`src/rtl/bti_arb2_if.sv`:
```
// bus_trans_if: valid/ready request and response channels of the bus-transaction interface
interface bus_trans_if #(
  parameter int AW = 32,
  parameter int DW = 32
);
  logic          req_vld;
  logic          req_rdy;
  logic [AW+DW:0] req_pkt;
  logic          rsp_vld;
  logic          rsp_rdy;
  logic [DW-1:0] rsp_pkt;
  modport master (output req_vld, req_pkt, rsp_rdy, input req_rdy, rsp_vld, rsp_pkt);
  modport slave  (input req_vld, req_pkt, rsp_rdy, output req_rdy, rsp_vld, rsp_pkt);
endinterface

```
`src/rtl/bti_arb2.sv`:
```
// bti_arb2: round-robin 2:1 BTI arbiter, in-order ID FIFO routes responses to their issuer
module bti_arb2 #(
  parameter int BTI_AW   = 32,
  parameter int BTI_DW   = 32,
  parameter int MAX_OUTS = 2
) (
  input logic         clk,
  input logic         rst,
  bus_trans_if.slave  bti_m0,
  bus_trans_if.slave  bti_m1,
  bus_trans_if.master bti_s
);
  localparam int PW = MAX_OUTS > 1 ? $clog2(MAX_OUTS) : 1;
  localparam int CW = $clog2(MAX_OUTS + 1);
  localparam logic [PW-1:0] LAST = PW'(MAX_OUTS - 1);
  localparam logic [CW-1:0] FULL_CNT = CW'(MAX_OUTS);
  logic                   rr_q, rr_d;
  logic [PW-1:0]          wp_q, wp_d, rp_q, rp_d;
  logic [CW-1:0]          cnt_q, cnt_d;
  logic [MAX_OUTS-1:0]    ids_q;
  logic                   gnt, full, empty, head, push, pop;
  logic [BTI_AW+BTI_DW:0] req_mux;
  logic [BTI_DW-1:0]      rsp_pkt;
  assign full    = cnt_q == FULL_CNT;
  assign empty   = cnt_q == '0;
  assign gnt     = bti_m1.req_vld & (~bti_m0.req_vld | rr_q);
  assign head    = ids_q[rp_q];
  assign req_mux = gnt ? bti_m1.req_pkt : bti_m0.req_pkt;
  assign rsp_pkt = bti_s.rsp_pkt;
  assign bti_s.req_vld  = (bti_m0.req_vld | bti_m1.req_vld) & ~full;
  assign bti_s.req_pkt  = req_mux;
  assign bti_m0.req_rdy = bti_m0.req_vld & ~gnt & bti_s.req_rdy & ~full;
  assign bti_m1.req_rdy = gnt & bti_s.req_rdy & ~full;
  // an empty FIFO blocks stray slave responses instead of forwarding them
  assign bti_s.rsp_rdy  = ~empty & (head ? bti_m1.rsp_rdy : bti_m0.rsp_rdy);
  assign bti_m0.rsp_vld = bti_s.rsp_vld & ~empty & ~head;
  assign bti_m1.rsp_vld = bti_s.rsp_vld & ~empty & head;
  assign bti_m0.rsp_pkt = rsp_pkt;
  assign bti_m1.rsp_pkt = rsp_pkt;
  assign push = bti_s.req_vld & bti_s.req_rdy;
  assign pop  = bti_s.rsp_vld & bti_s.rsp_rdy;
  always_comb begin
    rr_d  = push ? ~gnt : rr_q;
    wp_d  = push ? (wp_q == LAST ? '0 : wp_q + 1'b1) : wp_q;
    rp_d  = pop ? (rp_q == LAST ? '0 : rp_q + 1'b1) : rp_q;
    cnt_d = cnt_q + CW'(push) - CW'(pop);
  end
  always_ff @(posedge clk or posedge rst) begin
    if (rst) begin
      rr_q  <= 1'b0;
      wp_q  <= '0;
      rp_q  <= '0;
      cnt_q <= '0;
    end else begin
      rr_q  <= rr_d;
      wp_q  <= wp_d;
      rp_q  <= rp_d;
      cnt_q <= cnt_d;
    end
  end
  always_ff @(posedge clk) begin
    if (push) ids_q[wp_q] <= gnt;
  end
endmodule

```
`src/flat_wrapper.sv`:
```
// flat-port wrapper written by rule: the top's interface ports become plain ports
module bti_arb2_flat 
#(
  parameter int BTI_AW   = 32,
  parameter int BTI_DW   = 32,
  parameter int MAX_OUTS = 2
)
  (clk, rst, bti_m0_req_vld, bti_m0_req_pkt, bti_m0_rsp_rdy, bti_m0_req_rdy, bti_m0_rsp_vld, bti_m0_rsp_pkt, bti_m1_req_vld, bti_m1_req_pkt, bti_m1_rsp_rdy, bti_m1_req_rdy, bti_m1_rsp_vld, bti_m1_rsp_pkt, bti_s_req_vld, bti_s_req_pkt, bti_s_rsp_rdy, bti_s_req_rdy, bti_s_rsp_vld, bti_s_rsp_pkt);
  bus_trans_if #(.AW(32), .DW(32)) bti_m0_i ();
  bus_trans_if #(.AW(32), .DW(32)) bti_m1_i ();
  bus_trans_if #(.AW(32), .DW(32)) bti_s_i ();
  input logic clk;
  input logic rst;
  input wire logic [$bits(bti_m0_i.req_vld)-1:0] bti_m0_req_vld;
  input wire logic [$bits(bti_m0_i.req_pkt)-1:0] bti_m0_req_pkt;
  input wire logic [$bits(bti_m0_i.rsp_rdy)-1:0] bti_m0_rsp_rdy;
  output wire logic [$bits(bti_m0_i.req_rdy)-1:0] bti_m0_req_rdy;
  output wire logic [$bits(bti_m0_i.rsp_vld)-1:0] bti_m0_rsp_vld;
  output wire logic [$bits(bti_m0_i.rsp_pkt)-1:0] bti_m0_rsp_pkt;
  input wire logic [$bits(bti_m1_i.req_vld)-1:0] bti_m1_req_vld;
  input wire logic [$bits(bti_m1_i.req_pkt)-1:0] bti_m1_req_pkt;
  input wire logic [$bits(bti_m1_i.rsp_rdy)-1:0] bti_m1_rsp_rdy;
  output wire logic [$bits(bti_m1_i.req_rdy)-1:0] bti_m1_req_rdy;
  output wire logic [$bits(bti_m1_i.rsp_vld)-1:0] bti_m1_rsp_vld;
  output wire logic [$bits(bti_m1_i.rsp_pkt)-1:0] bti_m1_rsp_pkt;
  output wire logic [$bits(bti_s_i.req_vld)-1:0] bti_s_req_vld;
  output wire logic [$bits(bti_s_i.req_pkt)-1:0] bti_s_req_pkt;
  output wire logic [$bits(bti_s_i.rsp_rdy)-1:0] bti_s_rsp_rdy;
  input wire logic [$bits(bti_s_i.req_rdy)-1:0] bti_s_req_rdy;
  input wire logic [$bits(bti_s_i.rsp_vld)-1:0] bti_s_rsp_vld;
  input wire logic [$bits(bti_s_i.rsp_pkt)-1:0] bti_s_rsp_pkt;
  assign bti_m0_i.req_vld = bti_m0_req_vld;
  assign bti_m0_i.req_pkt = bti_m0_req_pkt;
  assign bti_m0_i.rsp_rdy = bti_m0_rsp_rdy;
  assign bti_m0_req_rdy = bti_m0_i.req_rdy;
  assign bti_m0_rsp_vld = bti_m0_i.rsp_vld;
  assign bti_m0_rsp_pkt = bti_m0_i.rsp_pkt;
  assign bti_m1_i.req_vld = bti_m1_req_vld;
  assign bti_m1_i.req_pkt = bti_m1_req_pkt;
  assign bti_m1_i.rsp_rdy = bti_m1_rsp_rdy;
  assign bti_m1_req_rdy = bti_m1_i.req_rdy;
  assign bti_m1_rsp_vld = bti_m1_i.rsp_vld;
  assign bti_m1_rsp_pkt = bti_m1_i.rsp_pkt;
  assign bti_s_req_vld = bti_s_i.req_vld;
  assign bti_s_req_pkt = bti_s_i.req_pkt;
  assign bti_s_rsp_rdy = bti_s_i.rsp_rdy;
  assign bti_s_i.req_rdy = bti_s_req_rdy;
  assign bti_s_i.rsp_vld = bti_s_rsp_vld;
  assign bti_s_i.rsp_pkt = bti_s_rsp_pkt;
  bti_arb2 #(.BTI_AW(BTI_AW), .BTI_DW(BTI_DW), .MAX_OUTS(MAX_OUTS)) u_core (.clk(clk), .rst(rst), .bti_m0(bti_m0_i), .bti_m1(bti_m1_i), .bti_s(bti_s_i));
endmodule
```
`config.mk`:
```
export PLATFORM = sky130hd
export DESIGN_NAME = bti_arb2_flat
export DESIGN_NICKNAME = d
export VERILOG_FILES = /design/src/rtl/bti_arb2_if.sv /design/src/rtl/bti_arb2.sv /design/src/flat_wrapper.sv
export SDC_FILE = /design/constraint.sdc
export NUM_CORES = 1
export LEC_CHECK = 0
export CAP_MARGIN = 15
export CORE_AREA = 2 2 120 122
export DETAILED_ROUTE_END_ITERATION = 8
export DIE_AREA = 0 0 122 124
export PLACE_DENSITY_LB_ADDON = 0.25
export SLEW_MARGIN = 20
export SYNTH_ARGS = -nofsm -noshare
export SYNTH_HDL_FRONTEND = slang
export SYNTH_SLANG_ARGS = --single-unit
export TNS_END_PERCENT = 100
```
`constraint.sdc`:
```
create_clock -name clk -period 2.2 [get_ports clk]
set_input_delay 0.44 -clock clk [delete_from_list [all_inputs] [get_ports clk]]
set_output_delay 0.44 -clock clk [all_outputs]
set_load 0.1 [all_outputs]
```
==> summary.txt <==
sequential-to-total area share from yosys stat -> 10.59%
drt pass-1 iters -> 4
Netlist cell types -> 24
largest net degree at the start of global routing -> 26
CP max-delay cell -> dfrtp_1
Setup CP Type -> reg -> out
CTS max path bufs -> 2
worst path cell trace -> nand2b_4 > and2_4 > buf_12 > buf_12 > buf_16 > mux2_4 > buf_12
DRT Wirelength -> 8.247 mm
Post-synth ARST share -> 71.43%
H-tree lvl count -> 1
Syn. warnings -> 0
Top-Level Pins -> 305
skew final -> 0.001420 ns
Final Wtd Congestion -> 0.7442
Die H -> 124 microns
Slew Viols, Final -> 0
first-pass GRT wire length -> 11.54 mm
Root Buffer -> clkbuf_16
PD cells -> 881.9 nW/um^2
WL per Instance -> 16.08 microns
Req. time, crit path -> 1.76 ns
Hold Buf Count CTS -> 0
Syn Std Cell Area -> 1749 sq um
All-Layer GR Usage -> 10.06%
CORE AREA -> 13720 sq um
Leak Pwr -> 1.972 nW
Core Rows -> 43
fmax -> 449.6 MHz
fin nets -> 506
number of global-route vias before repair -> 1970
Critical Path Fanout Max -> 6
EDFF count, synth -> 2
DRC viols -> 0
layout cells sized above 1 -> 48.95%
# clock sinks -> 7
Max Cap Viol -> 0
die area -> 15130 sq um
Fillers -> 1389
I/O Buffers -> 208
min cycle time layout -> 2.224 ns
DPL Wire Length -> 6.798 mm
post-route cell area -> 4666 sq um
Syn Area/Cell -> 9.827 sq um
endpoints failing hold -> 0
DP Area -> 4342 sq um
commonest non-fill, non-tap cell in the layout -> clkdlybuf4s50_1
Die X-Extent -> 122 microns
final worst setup slack -> -0.02437 ns
CTS tree -> built
GRT overflow -> 0
most frequent cells in the layout -> clkdlybuf4s50_1, buf_12, mux2_4, mux2_2, buf_4
# placed instances -> 501
post-synthesis to final-layout area growth -> 166.7%
Startpoint Class -> register
n_diodes -> 0
number of routed nets with antenna violations -> 0
Slew HR -> 76.76%
ys flop type -> dfrtp_1
RSZ-0062 raised after global routing -> true
Initial Util -> 12.75%
antenna violations before repair -> 0
CTS Buf Count -> 3
Post-Syn Nets -> 350
CP endpoint kind -> primary output
Layout Cells excl Fill -> 513
Data arrival, critical path -> 1.78 ns
failing checks -> negative setup slack
maximum VDD drop -> 0.6014 mV
Power Total -> 0.004115 W
status -> finished, violations left
Reg clk slew, reported paths -> 0.04 ns
worst slew pin tran -> 0.3449 ns
Crit path max-delay family -> buffers and inverters
initial DRC count -> 45
DR vias/cell -> 3.542
Buf/Inv on CP -> 4
Yosys reg bits -> 7
Syn Inst Count -> 178
final setup violation count -> 10
min-delay worst type -> in -> async
vias post-DR -> 1817
Final Cycle Share -> 101.1%
most frequent CP cell -> buf_12
CP max stage delay -> 0.37 ns
Clock Latency Late Sink -> 0.23 ns
## final timing paths
| check | cells after the start | slack, ns | startpoint | to |
|---|---|---|---|---|
| max | 7 | -0.02 | u_core.rr_q | bti_s_req_pkt[2] |
| min | 2 | 0.41 | rst | u_core.rr_q |
| max reg2reg | 7 | 0.39 | u_core.rp_q | u_core.cnt_q[1] |
| min reg2reg | 1 | 0.49 | u_core.rp_q | u_core.rp_q |
| max in group asynchronous | 2 | 1.61 | rst | u_core.rp_q |
| min in group clk | 1 | 0.49 | u_core.rp_q | u_core.rp_q |
## metal layers
| layer | routed length (microns) | GRT usage [%] | vias to the layer above |
|---|---|---|---|
| li1 | - | - | 854 |
| met1 | 2678 | 10.21 | 821 |
| met2 | 4554 | 20.53 | 140 |
| met3 | 993 | 3.022 | 2 |
| met4 | 21 | 1.221 | 0 |
| met5 | 0 | 0 | - |
## cell families after synthesis
family,synth area share (%)
DFF,10.59
adders and majority gates,1.430
AOI/OAI and AO/OA,1.931
xor gates and xnor gates,2.003
and+or+nand+nor,4.578
buffers and inverters,32.26
muxes,47.21
## area by class of cell
cell class	count	area, sq um	share of cell area [%]
tap	180	225.2	4.827
sequential	7	185.2	3.969
timing repair buffer	223	3034	65.03
clock buffer	4	78.83	1.689
inverter	5	18.77	0.4023
multi-input combinational	94	1124	24.08
## worst reg2reg max path: cells and delay by family, from the launching register on
kind	cells	cell delay [ns]
buf+inv	1	0.05
flops	1	0.37
xor+xnor	2	0.28
mux	2	0.62
fa+ha+maj	2	0.43
## flip-flops by register name, summed over array words and instances (netlist names)
| signal | flops |
|---|---|
| u_core.cnt_q | 2 |
| u_core.ids_q | 2 |
| u_core.rp_q | 1 |
| u_core.rr_q | 1 |
| u_core.wp_q | 1 |
## through the flow
step,worst slack [ns],util [%],hold slack [ns],setup TNS [ns]
global route,-0.06633,34.01,0.4411,-0.6305
CTS,-0.03471,33.94,0.4176,-0.3240
global placement,-0.1982,31.65,0.4762,-10.58
finish,-0.02437,34.01,0.4091,-0.2325
floorplan,-0.1272,-,0.2185,-0.1272
detailed placement,-0.1896,31.65,0.4787,-9.750
## synthesized netlist by cell type, drive strengths merged, types with 2 or more instances
library cell	count	area (sq um)
buf	72	545.5
mux2	65	795.8
nor2	6	22.52
dfrtp	5	125.1
inv	5	18.77
mux2i	3	30.03
xnor2	3	26.28
edfxtp	2	60.06
ha	2	25.02
nand2b	2	12.51
nor2b	2	12.51
o211ai	2	15.01
## power breakdown
part	internal [W]	leakage (nW)	total (W)	switching, W
clock	0.000241	0.0382	0.000311	0.0000694
combinational	0.00150	1.86	0.00355	0.00205
sequential	0.000195	0.0775	0.000254	0.0000590
total	0.00194	1.97	0.00411	0.00218
## repair_timing
item                                    in CTS  in global routing
gates cloned                                 3                  0
pin swaps                                    1                  1
endpoints found under the setup margin      66                 45
hold endpoints to repair                     0                  0
resized for setup                           30                  1
setup buffers                                3                  2
(Power assumes the default switching activity.)
